**src/rtl/gray_input_stage.sv**
```systemverilog
// Debounced Gray-code switch input: 2-flop synchronizer, IDLE/COUNT/COMMIT debounce FSM,
// registered Gray-to-binary output with a one-cycle valid pulse per commit.
module gray_input_stage #(
    parameter int unsigned DEBOUNCE_CYCLES = 16
) (
    input  logic       clk,
    input  logic       rst_n,
    input  logic [3:0] gray_in,
    output logic [3:0] binary_code,
    output logic       valid,
    output logic       stable,
    output logic [1:0] dbg_state
);

    typedef enum logic [1:0] {
        IDLE   = 2'd0,
        COUNT  = 2'd1,
        COMMIT = 2'd2
    } state_t;

    localparam int unsigned CW = (DEBOUNCE_CYCLES > 1) ? $clog2(DEBOUNCE_CYCLES) : 1;
    localparam logic [CW-1:0] CNT_MAX = CW'(DEBOUNCE_CYCLES - 1);

    // Handshake: valid is a one-cycle pulse; binary_code is meaningful from that cycle on
    // and holds until the next pulse. There is no ready; the consumer must keep up.

    logic [3:0]    r_sync1;
    logic [3:0]    r_sync2;
    logic [3:0]    w_gray_s;
    state_t        r_state;
    logic [3:0]    r_committed;
    logic [3:0]    r_candidate;
    logic [CW-1:0] r_cnt;
    logic [3:0]    r_binary;
    logic          r_valid;
    logic          r_stable;

    function automatic logic [3:0] g2b(input logic [3:0] g);
        logic [3:0] b;
        b[3] = g[3];
        b[2] = b[3] ^ g[2];
        b[1] = b[2] ^ g[1];
        b[0] = b[1] ^ g[0];
        return b;
    endfunction

    always_ff @(posedge clk or negedge rst_n) begin
        if (!rst_n) begin
            r_sync1 <= 4'b0000;
            r_sync2 <= 4'b0000;
        end else begin
            r_sync1 <= gray_in;
            r_sync2 <= r_sync1;
        end
    end

    assign w_gray_s = r_sync2;

    // stable is registered together with the state so it is high exactly while in IDLE.
    always_ff @(posedge clk or negedge rst_n) begin
        if (!rst_n) begin
            r_state     <= IDLE;
            r_committed <= 4'b0000;
            r_candidate <= 4'b0000;
            r_cnt       <= '0;
            r_binary    <= 4'b0000;
            r_valid     <= 1'b0;
            r_stable    <= 1'b1;
        end else begin
            r_valid <= 1'b0;
            case (r_state)
                IDLE: begin
                    r_cnt <= '0;
                    if (w_gray_s != r_committed) begin
                        r_state     <= COUNT;
                        r_candidate <= w_gray_s;
                        r_stable    <= 1'b0;
                    end
                end
                COUNT: begin
                    // A bounce back to the committed value wins over a new candidate.
                    if (w_gray_s == r_committed) begin
                        r_state  <= IDLE;
                        r_cnt    <= '0;
                        r_stable <= 1'b1;
                    end else if (w_gray_s != r_candidate) begin
                        r_candidate <= w_gray_s;
                        r_cnt       <= '0;
                    end else if (r_cnt == CNT_MAX) begin
                        r_state <= COMMIT;
                    end else begin
                        r_cnt <= r_cnt + CW'(1);
                    end
                end
                COMMIT: begin
                    r_binary    <= g2b(r_candidate);
                    r_committed <= r_candidate;
                    r_valid     <= 1'b1;
                    r_cnt       <= '0;
                    r_state     <= IDLE;
                    r_stable    <= 1'b1;
                end
                default: begin
                    r_state  <= IDLE;
                    r_cnt    <= '0;
                    r_stable <= 1'b1;
                end
            endcase
        end
    end

    assign binary_code = r_binary;
    assign valid       = r_valid;
    assign stable      = r_stable;
    assign dbg_state   = r_state;

endmodule

```
**config.mk**
```make
export PLATFORM = sky130hd
export DESIGN_NAME = gray_input_stage
export DESIGN_NICKNAME = d
export VERILOG_FILES = /design/src/rtl/gray_input_stage.sv
export SDC_FILE = /design/constraint.sdc
export NUM_CORES = 1
export LEC_CHECK = 0
export BUFFER_PORTS_ARGS = -buffer_cell sky130_fd_sc_hd__buf_2
export CORE_MARGIN = 3
export CORE_UTILIZATION = 45
export DETAILED_ROUTE_END_ITERATION = 10
export SYNTH_ARGS = -nofsm -noshare
export SYNTH_HDL_FRONTEND = slang
export SYNTH_SLANG_ARGS = --single-unit
```
**constraint.sdc**
```tcl
create_clock -name clk -period 1.83 [get_ports clk]
set_input_delay 0.366 -clock clk [delete_from_list [all_inputs] [get_ports clk]]
set_output_delay 0.366 -clock clk [all_outputs]
set_load 0.01 [all_outputs]
```
Word-level counts from Yosys, hierarchy flattened

Cells that the tools add are included.

Flip-flop bits (word level): 28
Output and inout bits: 8
Word-level logic and storage cells: 48

Add/subtract/negate cells: 1
Equal/unequal tests: 13
Mux-type cells: 17
Bitwise operators: 3
Reductions and logical operators: 5

Operators by type and width:

| cell                                                            | number |
|---|---|
| 4-bit two-way mux                                               | 7 |
| 2-bit two-way mux                                               | 4 |
| 2-bit inequality test, second input constant                    | 4 |
| 4-bit inequality test                                           | 2 |
| 4-bit case mux with 2 select lines                              | 1 |
| 3-bit inequality test, second input constant                    | 2 |
| 4-bit by 1-bit adder with 4-bit output, second input constant   | 1 |
| 4-bit == test                                                   | 1 |
| 4-bit == test, second input constant                            | 1 |
| 4-bit inequality test, second input constant                    | 1 |
| 2-bit case mux with 2 select lines                              | 1 |
| 4-bit AND reduction                                             | 1 |
| 1-bit two-way mux                                               | 3 |
| 3-bit AND reduction                                             | 1 |
| 1-bit bitwise XOR                                               | 3 |
| 2-bit by 1-bit == test with 1-bit output, second input constant | 1 |
| 2-bit == test, second input constant                            | 1 |
| 2-bit logical NOT                                               | 1 |
| 1-bit case mux with 2 select lines                              | 1 |
| 2-bit AND reduction                                             | 1 |
| 2-bit nonzero test                                              | 1 |

Logic depth before layout (Yosys ltp)

Gate-level depths: netlist of run 1.

Depth in word-level cells: 5
Gate-level depth with buffers: 4
Depth with buffers taken out: 4

Least setup slack after synthesis of run 1

No wires, ideal clock.

Path kind: register to register
Start point: reg r_candidate[2]
End point: reg r_cnt[2]
Setup time: 0.080 ns
Arrival: 1.383 ns
Required time: 1.750 ns
Slack: 0.367 ns
Cell stages (with the launch flop): 5
Path buffers: 0
Clock period less this slack: 1.463 ns
Cell sequence: dfrtp_1 xnor2_1 nand3_1 or4b_4 nor3_2

Longest elaborated chain between the ends: 4
Elaborated cells between the ends (all ways): 5

Ends and longest elaborated chain:

| item                    | line | source |
|---|---|---|
| start, declared         | 32   | `logic [3:0] r_candidate;` |
| start signal, assigned  | 76   | `r_candidate <= w_gray_s;` |
| start signal, assigned  | 87   | `r_candidate <= w_gray_s;` |
| 4-bit inequality test * | 86   | `end else if (w_gray_s != r_candidate) begin` |
| 4-bit two-way mux       | 86   |  |
| 4-bit two-way mux       | 82   | `if (w_gray_s == r_committed) begin` |
| 4-bit two-way mux       | 71   | `case (r_state)` |
| end signal, assigned    | 92   | `r_cnt <= r_cnt + CW'(1);` |
| end, declared           | 33   | `logic [CW-1:0] r_cnt;` |

Every way passes the cells marked *; elsewhere a longest branch is shown, timed or not.
A chain may end at the register's enable or synchronous reset.

Worst setup path after layout of run 1

Start point: reg r_candidate[3]
End point: reg r_cnt[2]

Same word-level chain as after synthesis.

==> metrics.txt, run 1 <==
status=complete, no violations; Synth async-reset ratio=1.00; Initial Util=0.484; number of CTS-inserted buffers=3; WS Path Type=flip-flop to flip-flop; Syn-to-layout area delta=10.6%; Leak=roughly 0.57 nW; Post-CTS Hold Buffers=0; clock latency on the worst-skew pair=approximately 310 ps; vias in the first global route=646; ys flop type=dfrtp_1; CTS max path bufs=2; Final setup viols=0; TNS Setup=0 ps; cell row count=17; First-pass DRT Iterations=5; CTS tree=yes; core area=2250 um2; I/O Pins=14; mapped cell area=1090 um2; Slew @ Worst Pin=around 570 ps; CTS root buffer=clkbuf_4; area fraction of the dominant cell type after synthesis=0.596; initial antenna violation count=0; Distinct cells, synth=23; number of max-cap violations=0; Pwr per Cell Area=about 800 nW/um2; initial DRC count=19; Slew headroom=0.620; Die ar.=between 3000 and 4000 um2; Post-synth top cells=dfrtp_1, xnor2_1, mux2_2, nor2_1, nand2_1; Avg Synthesized Cell Area=13.5 um2; top post-synthesis cells by area=dfrtp_1, mux2_2, xnor2_1; critical path launch point type=flip-flop; CTS Sinks=27; IO Port Bufs=13; proportion of layout cells with a drive suffix above 1=0.323; cell taking the most area after synthesis=dfrtp_1; Reg clk slew, reported paths=around 130 ps; HP Class=input port to async pin; crit-path max FO=5; Clock Skew=approximately 3.1 ps; RSZ-0062 raised after global routing=no; Tcrit/Tclk final=0.870; fillcell total=215; gr usage total=0.118; vias per inst=~5.1; DP HPWL=~1100 um; worst path required time=2070 ps; sequential area share after synthesis=0.620; Post-Syn Instances=between 80 and 90; syn_nets=between 80 and 90; total congestion overflow=0; Total Wirelength=approximately 1500 um; Setup Buffers After CTS=0; Final GP Congestion=roughly 0.69; Post-CTS Resized=0; crit end category=flip-flop; CP arrival=~1800 ps; Nets=between 100 and 150; n_diodes=0; Post-synth EDFFs=0; Synthesis Warnings=0; Hold Violations, Final=0; Post-route DRC=0; Period minus WS final=1590 ps; drt wl/cell=about 12 um; H-tree levels=1; largest net degree at the start of global routing=28; DR vias=around 630; final core utilization=0.535; antenna viol nets, final=0; Worst VDD drop=around 0.45 mV; global-route wire length before repair=~2900 um; Synth Register Bits=27; Max Fclk=0.628 GHz; Die H=~55 um; chip width=approximately 55 um; Slew Limit Fails=0; most common cell in the netlist=dfrtp_1
layout make-up:
type                    count  area, um2  share of cell area
well taps                  28       35.0              0.0290
repair buffers             13       65.1              0.0539
flip-flops and latches     27        677               0.561
multi-input cells          51        399               0.331
clock buffers               4       26.3              0.0218
inverters                   1       3.75             0.00311
critical path, cell delays in order (launching register included):
cell and delay (ps):
dfrtp_1 450, xnor2_1 170, nand3_1 130, or4b_4 580, nor3_2 200
sequential cells by signal, summed over array words and instances, names as in the netlist:
register,count
r_cnt,4
valid,1
stable,1
r_sync1,4
r_candidate,4
r_sync2,4
r_committed,3
binary_code,4
dbg_state,2
power by group:
part | internal (mW) | leakage [nW] | switching (mW)
sequential | 0.622 | 0.341 | 0.0196
clock | 0.0851 | 0.0150 | 0.159
combinational | 0.0415 | 0.216 | 0.0432
cells by family after synthesis:
family	synth area share
AOI/OAI and AO/OA	0.0619
xor gates and xnor gates	0.0963
muxes	0.102
DFF	0.620
and+or+nand+nor	0.0940
buffers and inverters	0.0138
adders and majority gates	0.0115
per-stage QoR:
stage               hold slack, ps  power [mW]  worst slack, ps  instances  area, um2
floorplan                     70.4       0.707              367         81       1090
global placement               332       0.739              281        120       1180
detailed placement             335       0.741              246        120       1180
CTS                           48.1       0.988              217        124       1210
global route                  49.2        1.03              135        124       1210
finish                        28.9       0.970              237        124       1210
final timing paths:
path,from,endpoint,slack (ps),cells past startpoint
worst max-delay path,r_candidate[3],r_cnt[2],240,4
worst min-delay path,rst_n,r_cnt[3],30,1
worst max register to register,r_candidate[3],r_cnt[2],240,4
worst min register to register,r_sync1[3],r_sync2[3],360,0
max in group asynchronous,rst_n,stable,1420,1
min in group clk,gray_in[0],r_sync1[0],150,1
cells in the final DEF (no fill, tap or decap), types with 2 or more instances in the layout:
cell type,count
dfrtp_1,26
buf_2,13
xnor2_1,10
mux2_2,9
nor2_1,7
nand2_1,5
o21ai_0,3
nand3_1,3
clkbuf_4,3
nand2b_1,2
xor2_1,2
per-layer routing:
metal  vias up  track usage  wire [um]
li1        305            -          -
met1       312        0.158        744
met2        14        0.181        691
met3         2       0.0304         65
met4         0       0.0521         16
met5         -            0          0
No activity file was read; power rests on OpenSTA's default activity.
==> inputs of run 2 (changes only) <==
--- a/config.mk
+++ b/config.mk
@@ -9,6 +9,7 @@
 export CORE_MARGIN = 3
 export CORE_UTILIZATION = 45
 export DETAILED_ROUTE_END_ITERATION = 10
+export PLACE_DENSITY = 0.67
 export SYNTH_ARGS = -nofsm -noshare
 export SYNTH_HDL_FRONTEND = slang
 export SYNTH_SLANG_ARGS = --single-unit
==> constraint.sdc (replaced) <==
create_clock -name clk -period 1.4 [get_ports clk]
set_input_delay 0.28 -clock clk [delete_from_list [all_inputs] [get_ports clk]]
set_output_delay 0.28 -clock clk [all_outputs]
set_load 0.01 [all_outputs]
==> run 2 against run 1 <==
Compared with the run above: the run now ends with setup timing left; hold slack improved by 19 ps; critical path depth unchanged; non-clock buffer count increased by 11; clock power increased by 35%; setup slack got worse by 350 ps; cell count increased by 8.9%; power increased by 37%; combinational power increased by 93%; via count increased by 7.4%; utilization increased by 7.0 points; die area unchanged; count of clock-buffer cells in the layout decreased by 1.
==> metrics.txt, run 2 (same netlist as run 1, synthesis figures left out) <==
Sequential Area=678 um2 (+0.18%); Slew Limit Fails=0 (unchanged); IO Port Bufs=13 (unchanged); Nets=115 (+11%); CP arrival=1760 ps (-70 ps); global-route wire length before repair=3180 um (+9.2%); reg2reg path depth=4 (unchanged); Final GP Congestion=0.735 (+6.2%); RSZ-0062 raised after global routing=yes; number of max-cap violations=0 (unchanged); Pwr per Cell Area=974 nW/um2 (+21%); n_diodes=0 (unchanged); global-route track usage on met3=0.0210 (-0.00935); Slew @ Worst Pin=586 ps (+16.0 ps); H-tree levels=1 (unchanged); core area=2250 um2 (unchanged); antenna viol nets, final=0 (unchanged); final setup margin=-110 ps (-347 ps); internal power=1.01 mW (+35%); cell row count=17 (unchanged); Final Cell Area=1370 um2 (+13%); Hold Violations, Final=0 (unchanged); switching power=320 uW (+44%); vias in the first global route=731 (+13%); Final setup viols=9 (+9); sw frac=0.240 (+0.0115); Seq pwr share=0.630 (-0.031); Clk pwr share=0.247 (-0.005); Clock Skew=2.87 ps (-0.271 ps); GR met1 Demand/Resource=0.164 (+0.00601); Tcrit/Tclk final=1.08 (+0.208); CTS root buffer=clkbuf_4; placed cell area=1250 um2 (+5.7%); number of CTS-inserted buffers=3 (unchanged); Initial Util=0.484 (unchanged); initial DRC count=11 (-8); vias per inst=5.04 (-1.3%); initial antenna violation count=0 (unchanged); Max Fclk=0.662 GHz (+5.5%); chip width=55.2 um (unchanged); fillcell total=187 (-13%); Die ar.=3050 um2 (unchanged); Worst VDD drop=0.722 mV (+59%); largest net degree at the start of global routing=28 (unchanged); grt peak-use layer=met2; proportion of layout cells with a drive suffix above 1=0.486 (+0.163); most common cell after layout, fill and taps aside=dfrtp_1; drt wl/cell=13.0 um (+6.5%); Syn-to-layout area delta=25.1%; crit end category=flip-flop; WS Path Type=flip-flop to flip-flop; total congestion overflow=0 (unchanged); Logic pwr share=0.123 (+0.036); CTS Sinks=27 (unchanged); Leak=0.669 nW (+17%); Period minus WS final=1510 ps (-82.9 ps); Total Wirelength=1760 um (+16%); HP Class=input port to flip-flop; First-pass DRT Iterations=4 (-1); Worst Hold Depth=1; final core utilization=0.605 (+0.0705); commonest cells after routing, fill and taps aside=dfrtp_1, buf_2, buf_4; worst slack at placement=-112 ps (-357 ps); Post-route DRC=0 (unchanged); DP HPWL=1300 um (+18%); Die H=55.2 um (unchanged); status=complete, but fails checks; GR Layer Usage met2=0.225 (+0.0439); I/O Pins=14 (unchanged); worst path required time=1650 ps (-420 ps); CTS tree=yes; DR vias=680 (+7.4%); CTS max path bufs=2 (unchanged); Slew headroom=0.609 (-0.0106); clock latency on the worst-skew pair=320 ps (about the same); area of the multi-input gates=470 um2 (+18%); crit-path max FO=5 (unchanged); violated checks=setup timing; Reg clk slew, reported paths=140 ps (about the same); gr usage total=0.133 (+0.0142); critical path launch point type=flip-flop
run 2: cell types whose count changed in the layout (fill, tap and decap cells not counted), sizes merged:
cell         previous run  this run
buf                    13        23
clkbuf                  4         3
clkinv                  0         1
dlygate4sd3             0         1
run 2: path summary, 6_finish.rpt:
check,from,to,slack [ps]
setup reg to reg,r_sync2[0],r_cnt[3],-110
min in group asynchronous,rst_n,r_cnt[3],480
hold / removal,gray_in[1],r_sync1[1],50
max in group asynchronous,rst_n,r_sync2[2],510
setup / recovery,r_sync2[0],r_cnt[3],-110
hold reg to reg,r_sync1[3],r_sync2[3],360
run 2: area by class of cell:
| type | instances | share of cell area |
|---|---|---|
| Clock inverter | 1 | 0.00367 |
| Inverter | 1 | 0.00275 |
| Sequential cell | 27 | 0.497 |
| Timing Repair Buffer | 24 | 0.110 |
| Clock buffer | 3 | 0.0165 |
| Tap cell | 28 | 0.0257 |
| Multi-Input combinational cell | 51 | 0.345 |
run 2: power by group through the flow:
stage               Combinational [mW]  Clock (mW)  Sequential (mW)
global placement                 0.137           0            0.848
finish                           0.163       0.329            0.838
detailed placement               0.141           0            0.850
floorplan                       0.0710           0            0.853
global route                     0.182       0.373            0.843
CTS                              0.154       0.347            0.837
run 2: stage by stage:
step | cells | hold slack [ps] | total power, mW | setup TNS [ps]
2_1_floorplan | 81 | -15.6 | 0.924 | -7.11
3_3_place_gp | 129 | 310 | 0.984 | -442
3_5_place_dp | 129 | 316 | 0.992 | -642
4_1_cts | 135 | 33.7 | 1.34 | -751
5_1_grt | 135 | 21.9 | 1.40 | -1510
6_report | 135 | 48.2 | 1.33 | -611
run 2: layer usage:
layer / routed length [um] / part of all wire / vias to the layer above
li1: - / - / 330
met1: 771 / 0.44 / 330
met2: 897 / 0.51 / 16
met3: 57 / 0.032 / 4
met4: 34 / 0.019 / 0
met5: 0 / 0 / -
run 2: critical path, cell delays in order (launching register included):
cell and delay [ps]:
dfrtp_1 450, xnor2_1 160, nand2_1 90, or4b_4 570, a211oi_2 160
run 2: timing repair:
item                                   in CTS  in global routing
endpoints found under the hold margin      26                  0
setup endpoints to repair                   9                 11
pin swaps                                   3                  3
buffers inserted                            1                  0
gates resized for setup                     6                  7
hold buffers                                1                  0
